**src/rtl/bcd_timer.sv**
```systemverilog
// MM:SS BCD run/pause/clear/load timer stepped by a synchronised divided clock.
// Counts up with wrap at 59:59 or down to 00:00, where it stops in DONE.
module bcd_timer (
    input  logic       clk,
    input  logic       rst,
    input  logic       clk_d,
    input  logic       start,
    input  logic       pause,
    input  logic       clear,
    input  logic       load,
    input  logic       dir,
    input  logic [3:0] ld_mt,
    input  logic [3:0] ld_mo,
    input  logic [3:0] ld_st,
    input  logic [3:0] ld_so,
    output logic [3:0] mt,
    output logic [3:0] mo,
    output logic [3:0] st,
    output logic [3:0] so,
    output logic       running,
    output logic       done
);

    typedef enum logic [1:0] {IDLE, RUN, PAUSED, DONE} state_t;

    state_t     state, state_n;
    logic       s1, s2, s3, v1, v2, armed, tick;
    logic [3:0] mt_n, mo_n, st_n, so_n;
    logic [3:0] u_mt, u_mo, u_st, u_so;
    logic [3:0] d_mt, d_mo, d_st, d_so;
    logic       at_le1;

    function automatic logic [3:0] clamp(input logic [3:0] d, input logic [3:0] lim);
        return (d > lim) ? lim : d;
    endfunction

    // armed needs one genuine low sample after reset, so a clk_d already high
    // at reset release cannot produce a tick
    always_ff @(posedge clk or posedge rst) begin
        if (rst) begin
            s1    <= 1'b0;
            s2    <= 1'b0;
            s3    <= 1'b0;
            v1    <= 1'b0;
            v2    <= 1'b0;
            armed <= 1'b0;
        end else begin
            s1    <= clk_d;
            s2    <= s1;
            s3    <= s2;
            v1    <= 1'b1;
            v2    <= v1;
            armed <= armed | (v2 & ~s2);
        end
    end

    assign tick   = s2 & ~s3 & armed;
    assign at_le1 = (mt == 4'd0) && (mo == 4'd0) && (st == 4'd0) && (so <= 4'd1);

    always_comb begin
        u_mt = mt;
        u_mo = mo;
        u_st = st;
        u_so = so + 4'd1;
        if (so == 4'd9) begin
            u_so = 4'd0;
            u_st = st + 4'd1;
            if (st == 4'd5) begin
                u_st = 4'd0;
                u_mo = mo + 4'd1;
                if (mo == 4'd9) begin
                    u_mo = 4'd0;
                    u_mt = (mt == 4'd5) ? 4'd0 : mt + 4'd1;
                end
            end
        end
    end

    always_comb begin
        d_mt = mt;
        d_mo = mo;
        d_st = st;
        d_so = so - 4'd1;
        if (so == 4'd0) begin
            d_so = 4'd9;
            d_st = st - 4'd1;
            if (st == 4'd0) begin
                d_st = 4'd5;
                d_mo = mo - 4'd1;
                if (mo == 4'd0) begin
                    d_mo = 4'd9;
                    d_mt = mt - 4'd1;
                end
            end
        end
    end

    always_comb begin
        state_n = state;
        mt_n    = mt;
        mo_n    = mo;
        st_n    = st;
        so_n    = so;
        if (clear) begin
            state_n = IDLE;
            {mt_n, mo_n, st_n, so_n} = 16'h0000;
        end else begin
            case (state)
                IDLE, PAUSED: begin
                    if (load) begin
                        mt_n = clamp(ld_mt, 4'd5);
                        mo_n = clamp(ld_mo, 4'd9);
                        st_n = clamp(ld_st, 4'd5);
                        so_n = clamp(ld_so, 4'd9);
                    end else if (start) begin
                        if (state == IDLE && dir && at_le1 && so == 4'd0)
                            state_n = DONE;
                        else
                            state_n = RUN;
                    end
                end
                RUN: begin
                    if (tick) begin
                        if (!dir) begin
                            {mt_n, mo_n, st_n, so_n} = {u_mt, u_mo, u_st, u_so};
                        end else if (at_le1) begin
                            {mt_n, mo_n, st_n, so_n} = 16'h0000;
                            state_n = DONE;
                        end else begin
                            {mt_n, mo_n, st_n, so_n} = {d_mt, d_mo, d_st, d_so};
                        end
                    end
                    if (pause && state_n == RUN)
                        state_n = PAUSED;
                end
                default: ;
            endcase
        end
    end

    always_ff @(posedge clk or posedge rst) begin
        if (rst) begin
            state   <= IDLE;
            mt      <= 4'd0;
            mo      <= 4'd0;
            st      <= 4'd0;
            so      <= 4'd0;
            running <= 1'b0;
            done    <= 1'b0;
        end else begin
            state   <= state_n;
            mt      <= mt_n;
            mo      <= mo_n;
            st      <= st_n;
            so      <= so_n;
            running <= (state_n == RUN);
            done    <= (state_n == DONE);
        end
    end

endmodule

```
**config.mk**
```make
export PLATFORM = sky130hd
export DESIGN_NAME = bcd_timer
export DESIGN_NICKNAME = d
export VERILOG_FILES = /design/src/rtl/bcd_timer.sv
export SDC_FILE = /design/constraint.sdc
export NUM_CORES = 1
export LEC_CHECK = 0
export CAP_MARGIN = 10
export CORE_ASPECT_RATIO = 0.9
export CORE_UTILIZATION = 45
export CTS_BUF_LIST = sky130_fd_sc_hd__clkbuf_8
export DETAILED_ROUTE_END_ITERATION = 10
export GPL_ROUTABILITY_DRIVEN = 0
export PLACE_DENSITY = 0.83
export SYNTH_ARGS = -nofsm -noshare
export SYNTH_HDL_FRONTEND = slang
export SYNTH_SLANG_ARGS = --single-unit
export TNS_END_PERCENT = 5
```
**constraint.sdc**
```tcl
create_clock -name clk -period 3.6 [get_ports clk]
set_input_delay 0.36 -clock clk [delete_from_list [all_inputs] [get_ports clk]]
set_output_delay 0.36 -clock clk [all_outputs]
set_load 0.05 [all_outputs]
```
==> results.yml <==
run:
  maxCapViolCount: 0
cells_and_area:
  final_common_cell: "clkdlybuf4s50_1"
  final_cell_mix: "clkdlybuf4s50_1 (41), dfrtp_1 (26), nor2_1 (19), inv_1 (16)"
  final_cells: 335
  nets: 307
  n_antenna_cell: 0
  final_util: 0.580
  finalInstanceArea_mm2: 0.00258
  area_delta_synth_final_pct: 23.6
  drive_above_1_share: 0.0769
global_route:
  antenna_found_initial: 0
  grt_pass1_vias: 1820
  overflow: 0
  grt_max_degree: 28
  grt_use_total: 0.233
  grt_pass1_wl_um: 8790
timing:
  rsz0062_at_grt: "false"
  tns_ns: 0
  period_share: 0.683
  worstMarginPinSlew_ns: 1.02
  setup_viol: 0
  finClkSkew_ns: 0.0124
  slew_headroom: 0.321
  slew_viol_final: 0
  whs_ns: 0.355
  fmax_ghz: 0.407
  hold_violations: 0
  fin_ws_ns: 1.14
  period_needed_ns: 2.46
pwr:
  peakVddDrop_mv: 0.270
  leakagePower_nw: 1.08
  power_mw: 1.02
  power_density_mw_per_mm2: 393
route:
  dr.pass1.iters: 4
  initialDrtViolationCount: 156
  ant_nets: 0
  wl_per_cell_um: 15.7
  viasPerCell: 5.82
  drc: 0
  wl_um: 5260
  vias: 1950
critical_path:
  cp.required_ns: 3.78
  critPathMaxStageDelay_ns: 0.47
  cp-start-kind: "flip-flop"
  endpoint_kind: "flip-flop"
  slowest_stage: "dfrtp_1"
  worstSetupPathType: "flip-flop to flip-flop"
  arrival_ns: 2.64
  cp_max_fo: 8
  crit_chain: "inv_1 > ha_1 > nor3b_2 > a41oi_1 > a32o_2 > a21o_4 > mux2_4"
floorplanning:
  die_width_um: 73.9
  die-area_mm2: 0.00492
  fp.dieH_um: 66.7
  core_area_mm2: 0.00446
  std_cell_rows: 23
  ioPinCount: 42
  initial_core_util: 0.469
clock_network:
  clk_pin_slew_ns: 0.10
  cts_hold_buffers: 0
  post_cts_resize_count: 0
  clock_latency_ns: 0.28
  clk_path_buf_depth: 2
  cts.sinks: 26
  cts_tree: "done"
  cts-htree-levels: 1
  cts_buffers: 3
  cts_setup_buffers: 0
  root_buffer: "clkbuf_8"
outcome:
  status: "finished, final reports clean"
placed_design:
  dpl.cell_count: 331
  placed_area_mm2: 0.00251
  hpwlAfterDp_um: 3740
  io_buffers: 41
  place_ws_ns: 1.15
logic_synthesis:
  syn-instance-count: 240
  syn_area_mm2: 0.00209
  ys_async_sr_fraction: 1.00
  yosys_register_bits: 26
  synth_nets: 273
  seq_area_frac_synth: 0.311
  syn_avg_cell_area_um2: 8.71
  yosys.cell_types.count: 63
  synth-edff-count: 0
  ys_warn_count: 0
  synth_flop_cell: "dfrtp_1"
min_path:
  worstHoldPathType: "flip-flop to flip-flop"
[cell usage after synthesis, types with 4 or more instances]
library cell	number	share of area
clkbuf_1	4	0.0072
mux2_4	5	0.036
o211ai_1	6	0.022
o21ai_0	15	0.036
nor3_1	7	0.017
inv_1	16	0.029
buf_2	6	0.014
a211oi_1	4	0.014
dfrtp_1	26	0.31
nand3b_1	5	0.018
nor3b_1	4	0.014
a21oi_1	12	0.029
ha_1	9	0.054
a22o_1	4	0.017
nand2_1	15	0.027
nor2_1	19	0.034
nand3_1	7	0.017
nor2b_1	8	0.024
[kinds of logic (layout without fill, tap and decap cells)]
group | Yosys count | after routing | synth area share
simple gates | 87 | 87 | 0.242
compound gates | 74 | 74 | 0.252
buf+inv | 31 | 64 | 0.0706
flops | 26 | 26 | 0.311
fa+ha+maj | 9 | 9 | 0.0539
mux | 9 | 9 | 0.0563
xor+xnor | 3 | 3 | 0.0126
other cells | 1 | 1 | 0.00179
[area by class of cell]
class	instances	area (µm²)
sequential	26	651
multi-input combinational	183	1290
inverter	16	60.1
clock buffer	3	41.3
fill	398	1880
tap	62	77.6
timing repair buffer	44	433
clock inverter	1	30.0
[layer usage]
metal	vias to the layer above	part of all wire	global-route usage	wire length, µm
li1	950	-	-	-
met1	930	0.46	0.321	2430
met2	63	0.48	0.380	2520
met3	7	0.048	0.0303	255
met4	0	0.012	0.0649	61
met5	-	0	0	0
[sequential cells by signal (all words and copies together) (netlist names)]
signal   cells
armed        1
done         1
mo           4
mt           4
running      1
s1           1
s2           1
s3           1
so           4
st           4
state        2
v1           1
v2           1
[critical path: cells and delay by family, from the launching register on]
kind | cells | cell delay, ns
AOI/OAI and AO/OA | 3 | 0.82
DFF | 1 | 0.47
and+or+nand+nor | 1 | 0.37
muxes | 1 | 0.29
adders and majority gates | 1 | 0.26
buffers and inverters | 1 | 0.13
[power by group]
group / switching [mW] / leakage [nW] / total [mW] / internal (mW)
Clock: 0.103 / 0.0357 / 0.252 / 0.149
Combinational: 0.224 / 0.715 / 0.394 / 0.170
Sequential: 0.0549 / 0.331 / 0.371 / 0.316
Total: 0.382 / 1.08 / 1.02 / 0.635
[final timing paths]
path	to	depth (start not counted)	slack (ns)	startpoint
worst max-delay path	mo[3]$_DFFE_PP0P_	7	1.14	mo[0]$_DFFE_PP0P_
worst min-delay path	s2$_DFF_PP0_	0	0.36	s1$_DFF_PP0_
worst max register to register	mo[3]$_DFFE_PP0P_	7	1.14	mo[0]$_DFFE_PP0P_
worst min register to register	s2$_DFF_PP0_	0	0.36	s1$_DFF_PP0_
max in group asynchronous	so[0]$_DFFE_PP0P_	2	2.36	rst
min in group asynchronous	mt[1]$_DFFE_PP0P_	2	0.62	rst
(Power assumes the default switching activity.)
